`config.mk`:
```
export PLATFORM = sky130hd
export DESIGN_NAME = rotation_emulator
export DESIGN_NICKNAME = d
export VERILOG_FILES = /design/src/rtl/rotation_emulator.sv
export SDC_FILE = /design/constraint.sdc
export NUM_CORES = 1
export LEC_CHECK = 0
export BUFFER_PORTS_ARGS = -buffer_cell sky130_fd_sc_hd__buf_2
export CAP_MARGIN = 10
export CORE_MARGIN = 2
export CORE_UTILIZATION = 42
export CTS_BUF_LIST = sky130_fd_sc_hd__clkbuf_4 sky130_fd_sc_hd__clkbuf_8
export DETAILED_ROUTE_END_ITERATION = 8
export HOLD_SLACK_MARGIN = 0.05
export PLACE_DENSITY_LB_ADDON = 0.05
export SYNTH_ARGS = -nofsm -noshare
export SYNTH_HDL_FRONTEND = slang
export SYNTH_SLANG_ARGS = --single-unit
```
`constraint.sdc`:
```
create_clock -name clk_in -period 20.9 [get_ports clk_in]
set_clock_uncertainty 0.1 [all_clocks]
set_input_delay 3.135 -clock clk_in [delete_from_list [all_inputs] [get_ports clk_in]]
set_output_delay 3.135 -clock clk_in [all_outputs]
set_load 0.1 [all_outputs]
```
`src/rtl/rotation_emulator.sv`:
```
// rotation_emulator: synthesizable stand-in for the spinning rotor and its IR break-beam sensor.
// Produces a ramped-period ir_tripped pulse train plus the ideal slice index (true_dtheta) of the
// revolution in progress, so the display pipeline can run without the motor.
// Optional build macro ROT_EMU_BOUNCE_EN: punches one-cycle low glitches into each pulse at
// cnt == 2 and cnt == 5 to emulate contact bounce (PULSE_W must then be at least 8).
module rotation_emulator #(
  parameter int unsigned PERIOD_W       = 27,
  parameter int unsigned ROTATIONAL_RES = 1024,
  parameter int unsigned PULSE_W        = 16,
  parameter int unsigned START_PERIOD   = 2**26
) (
  input  logic                              clk_in,
  input  logic                              rst_n_in,
  input  logic                              enable_in,
  input  logic [PERIOD_W-1:0]               target_period_in,
  input  logic [PERIOD_W-1:0]               step_in,
  output logic                              ir_tripped,
  output logic [$clog2(ROTATIONAL_RES)-1:0] true_dtheta,
  output logic [PERIOD_W-1:0]               cur_period,
  output logic [15:0]                       rev_count,
  output logic                              locked
);

  localparam int unsigned         SliceW   = $clog2(ROTATIONAL_RES);
  localparam logic [PERIOD_W-1:0] ResP     = PERIOD_W'(ROTATIONAL_RES);
  localparam logic [PERIOD_W-1:0] StartP   = PERIOD_W'(START_PERIOD);
  localparam logic [PERIOD_W-1:0] PulseP   = PERIOD_W'(PULSE_W);
  localparam logic [PERIOD_W-1:0] OneP     = PERIOD_W'(1);
  localparam logic [SliceW-1:0]   SliceMax = SliceW'(ROTATIONAL_RES - 1);

  typedef enum logic [1:0] {
    StIdle,
    StRamp,
    StSteady,
    StStop
  } state_e;

  state_e              state_q, state_d;
  logic [PERIOD_W-1:0] cnt_q, cnt_d;
  logic [PERIOD_W-1:0] period_q, period_d;
  logic [15:0]         rev_q, rev_d;
  logic [PERIOD_W-1:0] sub_q, sub_d;
  logic [SliceW-1:0]   slice_q, slice_d;
  logic                ir_q, ir_d;

  logic [PERIOD_W-1:0] tgt;
  logic [PERIOD_W-1:0] cp;
  logic [PERIOD_W-1:0] ramp_next;
  logic [PERIOD_W-1:0] stop_next;
  logic                boundary;

  // Move cur toward goal by step without overshoot; step == 0 means jump. Each difference is
  // only formed once the ordering of its operands is known, so nothing can wrap.
  function automatic logic [PERIOD_W-1:0] step_toward(input logic [PERIOD_W-1:0] cur,
                                                      input logic [PERIOD_W-1:0] goal,
                                                      input logic [PERIOD_W-1:0] step);
    logic [PERIOD_W-1:0] res;
    res = goal;
    if (step != '0) begin
      if (cur < goal) begin
        if ((goal - cur) > step) res = cur + step;
      end else if (cur > goal) begin
        if ((cur - goal) > step) res = cur - step;
      end
    end
    return res;
  endfunction

  // Effective target, slice length and candidate next periods for the coming boundary.
  always_comb begin
    tgt       = (target_period_in < ResP) ? ResP : target_period_in;
    cp        = period_q >> SliceW;
    ramp_next = step_toward(period_q, tgt, step_in);
    stop_next = step_toward(period_q, StartP, step_in);
    boundary  = (state_q != StIdle) && (cnt_q == (period_q - OneP));
  end

  // Next-state logic: revolution/slice counters and the spin-control FSM.
  always_comb begin
    state_d  = state_q;
    cnt_d    = cnt_q;
    period_d = period_q;
    rev_d    = rev_q;
    sub_d    = sub_q;
    slice_d  = slice_q;

    // Counters only run while the rotor is turning; they sit at zero in idle.
    if (state_q != StIdle) begin
      if (boundary) begin
        cnt_d   = '0;
        sub_d   = '0;
        slice_d = '0;
        rev_d   = rev_q + 16'd1;
      end else begin
        cnt_d = cnt_q + OneP;
        if (sub_q == (cp - OneP)) begin
          sub_d = '0;
          if (slice_q != SliceMax) slice_d = slice_q + 1'b1;
        end else begin
          sub_d = sub_q + OneP;
        end
      end
    end

    case (state_q)
      StIdle: begin
        if (enable_in) begin
          state_d  = StRamp;
          period_d = StartP;
          cnt_d    = '0;
          sub_d    = '0;
          slice_d  = '0;
        end
      end
      StRamp: begin
        if (boundary) begin
          if (!enable_in) begin
            state_d  = StStop;
            period_d = stop_next;
          end else begin
            period_d = ramp_next;
            if (ramp_next == tgt) state_d = StSteady;
          end
        end
      end
      StSteady: begin
        if (boundary) begin
          if (!enable_in) begin
            state_d  = StStop;
            period_d = stop_next;
          end else if (tgt != period_q) begin
            state_d = StRamp;
          end
        end
      end
      StStop: begin
        // The revolution run at the standstill period is the last one: idle is entered at the
        // boundary that completes it, so that final revolution is always emitted in full.
        if (boundary) begin
          if (enable_in) begin
            state_d = StRamp;
          end else if (period_q == StartP) begin
            state_d = StIdle;
          end else begin
            period_d = stop_next;
          end
        end
      end
      default: state_d = StIdle;
    endcase
  end

  // Sensor pulse for the current counter position; registered below.
  always_comb begin
`ifdef ROT_EMU_BOUNCE_EN
    ir_d = (state_q != StIdle) && (cnt_q < PulseP) &&
           (cnt_q != PERIOD_W'(2)) && (cnt_q != PERIOD_W'(5));
`else
    ir_d = (state_q != StIdle) && (cnt_q < PulseP);
`endif
  end

  // State register with asynchronous active-low reset.
  always_ff @(posedge clk_in or negedge rst_n_in) begin
    if (!rst_n_in) begin
      state_q  <= StIdle;
      cnt_q    <= '0;
      period_q <= StartP;
      rev_q    <= '0;
      sub_q    <= '0;
      slice_q  <= '0;
      ir_q     <= 1'b0;
    end else begin
      state_q  <= state_d;
      cnt_q    <= cnt_d;
      period_q <= period_d;
      rev_q    <= rev_d;
      sub_q    <= sub_d;
      slice_q  <= slice_d;
      ir_q     <= ir_d;
    end
  end

  assign ir_tripped  = ir_q;
  assign true_dtheta = slice_q;
  assign cur_period  = period_q;
  assign rev_count   = rev_q;
  assign locked      = (state_q == StSteady);

endmodule
```
Word-level counts from Yosys, hierarchy flattened --
Cells that the tools add are included.
Storage, ports and cells: flip-flop bits (word level) 110, bits of input ports 57, output and inout port bits 55, logic and storage cells 102
Cells by class: add/subtract/negate cells 12, magnitude comparators 10, equal/unequal tests 19, mux-type cells 46, reduce and logical (&&, ||, !) cells 8
Operators with widths (number):
- 27-bit 2-to-1 mux | 28
- 27-bit > comparator | 5
- 27-bit one-hot mux with 4 select lines | 1
- 27-bit equality test | 3
- 27-bit subtractor | 3
- 10-bit 2-to-1 mux | 6
- 27-bit by 1-bit adder with 27-bit output (second input constant) | 2
- 27-bit adder | 1
- 27-bit equality test (second input constant) | 1
- 27-bit > comparator (second input constant) | 1
- 27-bit by 11-bit < comparator with 1-bit output (second input constant) | 1
- 27-bit < comparator | 1
- 27-bit < comparator (second input constant) | 1
- 27-bit by 5-bit < comparator with 1-bit output (second input constant) | 1
- 27-bit inequality test | 1
- 27-bit nonzero test | 1
- 27-bit by 1-bit subtractor with 27-bit output (second input constant) | 1
- 27-bit subtractor (first input constant) | 1
- 27-bit subtractor (second input constant) | 1
- 2-bit 2-to-1 mux | 10
- 17-bit by 1-bit subtractor with 18-bit output (second input constant) | 1
- 16-bit by 1-bit adder with 16-bit output (second input constant) | 1
- 7-bit AND reduction | 2
- 2-bit inequality test (second input constant) | 6
- other kinds (12) | 15

Longest topological paths before layout --
Gate-level depths: netlist of run 1.
word-level depth 13, depth in mapped cells 35, mapped depth without buffers 31

Worst setup path before layout of run 1 --
Ideal clock, no wire load.
kind input -> register, start point input target_period_in[15], end point register state_q[0], library setup time 0.123 ns, arrival time 10.446 ns, required time 20.677 ns, slack 10.231 ns, cell stages on the path 33, path through nor4_1 -> nand4_1 -> or2_2 -> clkbuf_1 -> and2_0 -> clkbuf_1 -> ha_1 -> clkbuf_1 -> a21oi_1 -> o21bai_1 -> a211o_1 -> a21oi_1 -> o21bai_1 -> a221oi_1 -> nor2_1 -> o21a_1 -> o41ai_1 -> o311ai_0 -> a221oi_1 -> xnor2_1 -> ha_1 -> nand4_1 -> nor4_1 -> nand4_1 -> o2111ai_1 -> o211a_1 -> clkbuf_1 -> clkbuf_1 -> a22o_1 -> o22ai_1 -> a2111oi_0 -> nand4_1 -> o221a_1
Between the ends: word-level cells in the longest chain between the ends 11
RTL lines:
- start, declared | line 15 | input logic [PERIOD_W-1:0] target_period_in,
- 27-bit by 11-bit < comparator with 1-bit output | line 71 | tgt = (target_period_in < ResP) ? ResP : target_period_in;
- 27-bit 2-to-1 mux (*) | line 71
- 27-bit subtractor | line 63 | if ((cur - goal) > step) res = cur - step;
- 27-bit > comparator | line 63
- 27-bit 2-to-1 mux | line 63
- 27-bit 2-to-1 mux | line 62 | end else if (cur > goal) begin
- 27-bit 2-to-1 mux | line 60 | if (cur < goal) begin
- 27-bit 2-to-1 mux | line 59 | if (step != '0) begin
- 27-bit equality test | line 122 | if (ramp_next == tgt) state_d = StSteady;
- 3-bit inequality test (no line)
- 7-bit AND reduction (no line) (*)
- end signal, assigned | line 166 | state_q <= StIdle;
- end signal, assigned | line 174 | state_q <= state_d;
- end, declared | line 38 | state_e state_q, state_d;
Mark *: on every way between the ends. The rest lies on a longest branch, timed or not. A chain may end at the register's enable or synchronous reset.

Worst setup path in the final report of run 1 --
start point input target_period_in[18], end point register state_q[0]
Same word-level chain as after synthesis.

==> run summary, run 1 <==
status -> finished clean
syn nets -> 2581
clock slew at reported path FFs -> 0.14 ns
# IOs -> 112
GRT Resource Usage Total -> 36.07%
fin crit share -> 60.52%
final wirelength -> 77550 microns
setup slack after layout -> 8.251 ns
TritonCTS buffer count -> 9
Post-synth EDFFs -> 0
sequential area share after synthesis -> 16.01%
Clock Power Share -> 8.6%
CTS tree -> built
worst setup path category -> input port to flop
initial DRC count -> 2332
CP Data Required Time -> 21.18 ns
Synth area leader -> dfrtp_1
Yosys warnings -> 0
vias in the first global route -> 16650
CP arrival -> 12.93 ns
ys flop type -> dfrtp_1
Root Driver -> clkbuf_8
Mapped Cells -> 2329
RSZ-0062 raised after global routing -> no
clk sinks -> 110
max-capacitance violation count -> 0
clock tree buffer depth -> 2
Multi-input gate area -> 0.01319 sq mm
FP Rows -> 74
synth cell count leaders -> nor2_1 (204), ha_1 (191), nand2_1 (176)
P_leak -> 7.997 nW
max-slew violations -> 0
core footprint -> 0.04065 sq mm
layout cell share with drive strength beyond 1 -> 9.534%
dpl ws -> 8.198 ns
CP peak stage delay -> 0.84 ns
initial antenna violation count -> 0
Die Y -> 206.4 microns
Crit path top cell by count -> nand4_1
Mapped Area -> 0.01720 sq mm
nets@finish -> 2586
sequential cell area -> 0.002754 sq mm
worst slew pin tran -> 1.327 ns
worst-path maximum fanout -> 21
clk_lat worst skew -> 0.48 ns
Hold Crit Class -> flop to flop
DIE AREA -> 0.04258 sq mm
Gate power share -> 74.3%
via count -> 18540
CTS resizes -> 0
Setup crit end kind -> flop
Initial Utilization -> 42.31%
number of setup buffers added after CTS -> 0
fill count -> 4245
FMAX -> 79.06 MHz
Net Sw Frac -> 58.24%
Post-synth ARST share -> 100.0%
H-tree lvl count -> 3
cell with the most instances after synthesis -> nor2_1
die width -> 206.4 microns
n_diodes -> 0
port bufs -> 111
Worst path slowest cell -> o41ai_1
routability cong. -> 1.052
synthesized area per cell -> 7.384 sq um
largest net degree at the start of global routing -> 71
hpwl dp -> 62180 microns
Final Hold Vio Count -> 0
average via count per standard cell -> 6.458
worst relative slew slack -> 10.82%
Area contributors post-synth -> dfrtp_1 (16%), ha_1 (14%), xnor2_1 (7.7%)
Peak VDD IR -> 0.00004579 V
sequential share of power -> 17.0%
Avg WL per Cell -> 27.01 microns
setup_tns -> 0 ns
Yosys top cell area share -> 15.86%
flop and latch count out of synthesis -> 110
area grow syn2layout -> 5.667%
P_int -> 0.6899 mW
Pwr Density -> 90.93 mW/mm^2
remaining antenna violation count -> 0
Setup Viol. Count Final -> 0
Residual DRC -> 0
total gr overflow -> 0
Pre-antenna DRT Iters -> 5
Period minus WS final -> 12.65 ns
Hold Buf Count CTS -> 0
Cell variety after synth -> 102
startpoint class of the critical path -> input port
Psw -> 0.9624 mW
first-pass GRT wire length -> 112700 microns
layout by cell type (no fill, tap or decap), types with 9 or more instances in the layout:
cell type  count
nor2_1       204
ha_1         191
nand2_1      176
a21oi_1      172
inv_1        152
xnor2_1      152
o21ai_0      142
buf_2        110
dfrtp_1      109
nand3_1       69
xor2_1        55
nand4_1       54
nor3_1        54
nor4_1        47
a21o_1        45
a31oi_1       39
and3_1        38
nand2b_1      37
buf_4         34
o211ai_1      29
nor2b_1       21
o21a_1        21
o22ai_1       21
o21bai_1      20
a211oi_1      18
o31ai_1       16
a221oi_1      16
or2_2         15
or3_1         15
a211o_1       14
and2_1        14
o221ai_1      12
or4_1         11
a221o_1       10
a311oi_1       9
mux2i_1        9
clkbuf_8       9
metal layers:
layer,global-route usage [%],vias to the layer above,part of all wire (%)
met5,0,-,0
met4,9.082,0,2.8
met3,8.862,105,11
met2,51.28,991,40
met1,53.64,8965,46
li1,-,8480,-
registers in the layout, indices dropped and copies added (netlist names):
register,flops
state_q,2
rev_count,16
true_dtheta,10
cur_period,27
ir_tripped,1
sub_q,27
cnt_q,27
cell families (layout without fill, tap and decap cells):
family	Yosys count	count (layout)	share of synthesized area [%]
XOR/XNOR	211	211	11.00
flip-flops	110	110	16.01
AND/OR/NAND/NOR	805	805	24.07
adder cells (fa/ha/maj)	195	195	14.36
multiplexers	13	13	0.7857
AO/OA/AOI/OAI	691	691	26.48
buffers and inverters	304	314	7.297
critical path: cells and delay by family:
| family | cells | cell delay, ns |
|---|---|---|
| adder cells (fa/ha/maj) | 2 | 0.76 |
| AO/OA/AOI/OAI | 13 | 4.53 |
| AND/OR/NAND/NOR | 14 | 4.19 |
| buffers and inverters | 1 | 0.18 |
| XOR/XNOR | 1 | 0.13 |
through the flow:
step	hold WS, ns	std cells	total power, mW	util (%)	area, sq um
6_report	0.3764	2871	1.652	44.71	18170
5_1_grt	0.4272	2871	1.745	44.71	18170
4_1_cts	0.3798	2871	1.611	44.71	18170
3_5_place_dp	0.3607	2855	1.460	44.27	17990
3_3_place_gp	0.3524	2855	1.461	44.27	17990
2_1_floorplan	0.3600	2329	1.097	-	17200
power by group through the flow:
stage	registers [mW]	logic [mW]	clock network (mW)
after detailed placement	0.285	1.17	0
after floorplan	0.342	0.754	0
after CTS	0.281	1.18	0.148
after global routing	0.286	1.30	0.155
final	0.282	1.23	0.143
after global placement	0.284	1.18	0
final timing paths:
path	from	endpoint	slack [ns]	cells after the start
setup / recovery	target_period_in[18]	state_q[0]	8.25	31
hold / removal	rev_count[15]	rev_count[15]	0.38	1
setup reg to reg	cur_period[4]	state_q[0]	11.64	27
hold reg to reg	rev_count[15]	rev_count[15]	0.38	1
max in group asynchronous	rst_n_in	rev_count[15]	16.74	2
min in group asynchronous	rst_n_in	sub_q[23]	2.59	1
area by class of cell:
cell class | count | share of cell area (%)
clock inverters | 7 | 0.3098
clock buffers | 9 | 0.6816
repair buffers | 144 | 4.434
well taps | 532 | 3.663
inverters | 154 | 3.181
multi-input cells | 1915 | 72.58
flip-flops and latches | 110 | 15.15
(Power assumes the default switching activity.)
==> inputs of run 2 (changes only) <==
Clock period 20.9 ns to 11 ns, I/O delays scaled along.
==> run summary, run 2 (same netlist as run 1, synthesis figures left out) <==
status -> finished clean
TritonCTS buffer count -> 9
CP arrival -> 10.90 ns
R2R setup slack -> 2.32 ns
commonest non-fill, non-tap cell in the layout -> nor2_1
Setup Viol. Count Final -> 0
Gate power share -> 74.2%
# IOs -> 112
first-pass GRT wire length -> 114400 microns
startpoint class of the critical path -> input port
final instance area -> 0.01830 sq mm
Root Driver -> clkbuf_8
hpwl dp -> 63810 microns
dpl ws -> 0.2618 ns
layout cell share with drive strength beyond 1 -> 10.04%
clock slew at reported path FFs -> 0.15 ns
Residual DRC -> 0
worst slew pin tran -> 1.121 ns
FMAX -> 94.19 MHz
average via count per standard cell -> 6.458
Period minus WS final -> 10.62 ns
P_int -> 1.364 mW
Net Sw Frac -> 57.67%
vias in the first global route -> 17030
DIE AREA -> 0.04258 sq mm
routability cong. -> 1.024
Placed Area -> 0.01808 sq mm
max-slew violations -> 0
final wirelength -> 79250 microns
setup_tns -> 0 ns
Setup crit end kind -> flop
via count -> 18630
clk sinks -> 110
Die Y -> 206.4 microns
Worst path slowest cell -> o41ai_1
core footprint -> 0.04065 sq mm
die width -> 206.4 microns
Pwr Density -> 176.0 mW/mm^2
highest routed layer -> met5
Hold Buf Count CTS -> 0
remaining antenna violation count -> 0
number of setup buffers added after CTS -> 0
port bufs -> 111
fin crit share -> 96.52%
setup slack after layout -> 0.3831 ns
worst-path maximum fanout -> 14
P_leak -> 8.064 nW
initial DRC count -> 2274
Psw -> 1.858 mW
area grow syn2layout -> 6.410%
RSZ-0062 raised after global routing -> no
initial antenna violation count -> 2
routed wl met3 -> 8560 microns
sequential share of power -> 16.6%
fill count -> 4233
largest net degree at the start of global routing -> 67
CTS tree -> built
Peak VDD IR -> 0.00008219 V
clk_lat worst skew -> 0.48 ns
Pre-antenna DRT Iters -> 5
commonest non-fill, non-tap cells in the layout -> nor2_1 (204), ha_1 (191), nand2_1 (176)
Initial Utilization -> 42.31%
clock tree buffer depth -> 2
nets@finish -> 2598
Hold Crit Class -> flop to flop
Clock Power Share -> 9.2%
total gr overflow -> 0
Final Hold Vio Count -> 0
worst setup path category -> input port to flop
CP peak stage delay -> 0.55 ns
H-tree lvl count -> 3
met2 WL -> 31460 microns
Crit path top cell by count -> nand4_1
CP Data Required Time -> 11.28 ns
worst relative slew slack -> 23.30%
Avg WL per Cell -> 27.48 microns
WL met1 -> 36370 microns
GRT Resource Usage Total -> 36.89%
max-capacitance violation count -> 0
FP Rows -> 74
## run 2: cell types whose count changed in the layout (fill, tap and decap cells not counted)
cell	change
clkinv_2	-2
clkinv_4	+1
diode_2	+1
bufinv_16	+1
o211a_2	+1
clkinv_8	+1
o211a_1	-1
clkinvlp_4	-1
inv_8	-1
inv_6	+1
buf_4	+12
## run 2: metal layers
metal  GRT usage (%)  vias up
li1                -     8509
met1           53.55     8978
met2           51.15     1007
met3           10.69      127
met4           12.86        4
met5               0        -
## run 2: final timing paths
kind,cells after the start,to,start
hold / removal,1,rev_count[15],rev_count[15]
setup reg to reg,28,state_q[0],cur_period[4]
max in group asynchronous,2,rev_count[4],rst_n_in
hold reg to reg,1,rev_count[15],rev_count[15]
setup / recovery,32,state_q[0],target_period_in[26]
min in group asynchronous,1,sub_q[24],rst_n_in
## run 2: final cells by class
| cell class | count | area [sq um] | area share [%] |
|---|---|---|---|
| diodes | 1 | 2.502 | 0.01367 |
| inverters | 154 | 578.1 | 3.159 |
| repair buffers | 156 | 895.9 | 4.895 |
| flip-flops and latches | 110 | 2754 | 15.05 |
| well taps | 532 | 665.6 | 3.637 |
| multi-input cells | 1915 | 13190 | 72.07 |
| clock buffers | 9 | 123.9 | 0.6769 |
| clock inverters | 7 | 91.34 | 0.4991 |
## run 2: critical path: cells and delay by family
kind | cells | cell delay (ns)
compound gates | 14 | 4.61
xor+xnor | 1 | 0.14
fa+ha+maj | 2 | 0.77
buf+inv | 3 | 0.62
simple gates | 12 | 3.12
## run 2: through the flow
step | utilization [%] | hold WS, ns | power, mW | std cells
6_report | 45.02 | 0.3761 | 3.221 | 2884
5_1_grt | 45.02 | 0.3913 | 3.403 | 2883
4_1_cts | 45.02 | 0.3775 | 3.139 | 2883
3_5_place_dp | 44.49 | 0.3563 | 2.827 | 2867
3_3_place_gp | 44.49 | 0.3528 | 2.832 | 2867
2_1_floorplan | - | 0.3600 | 2.084 | 2329
## run 2: power by group through the flow
stage          logic, mW  registers [mW]  clock network [mW]
2_1_floorplan       1.43           0.651                   0
3_3_place_gp        2.29           0.542                   0
3_5_place_dp        2.28           0.542                   0
4_1_cts             2.30           0.535               0.307
5_1_grt             2.54           0.545               0.319
6_report            2.39           0.536               0.296
## run 2: timing repair
action	CTS	global route
resized for setup	0	1
setup endpoints to repair	0	1
endpoints found under the hold margin	0	0
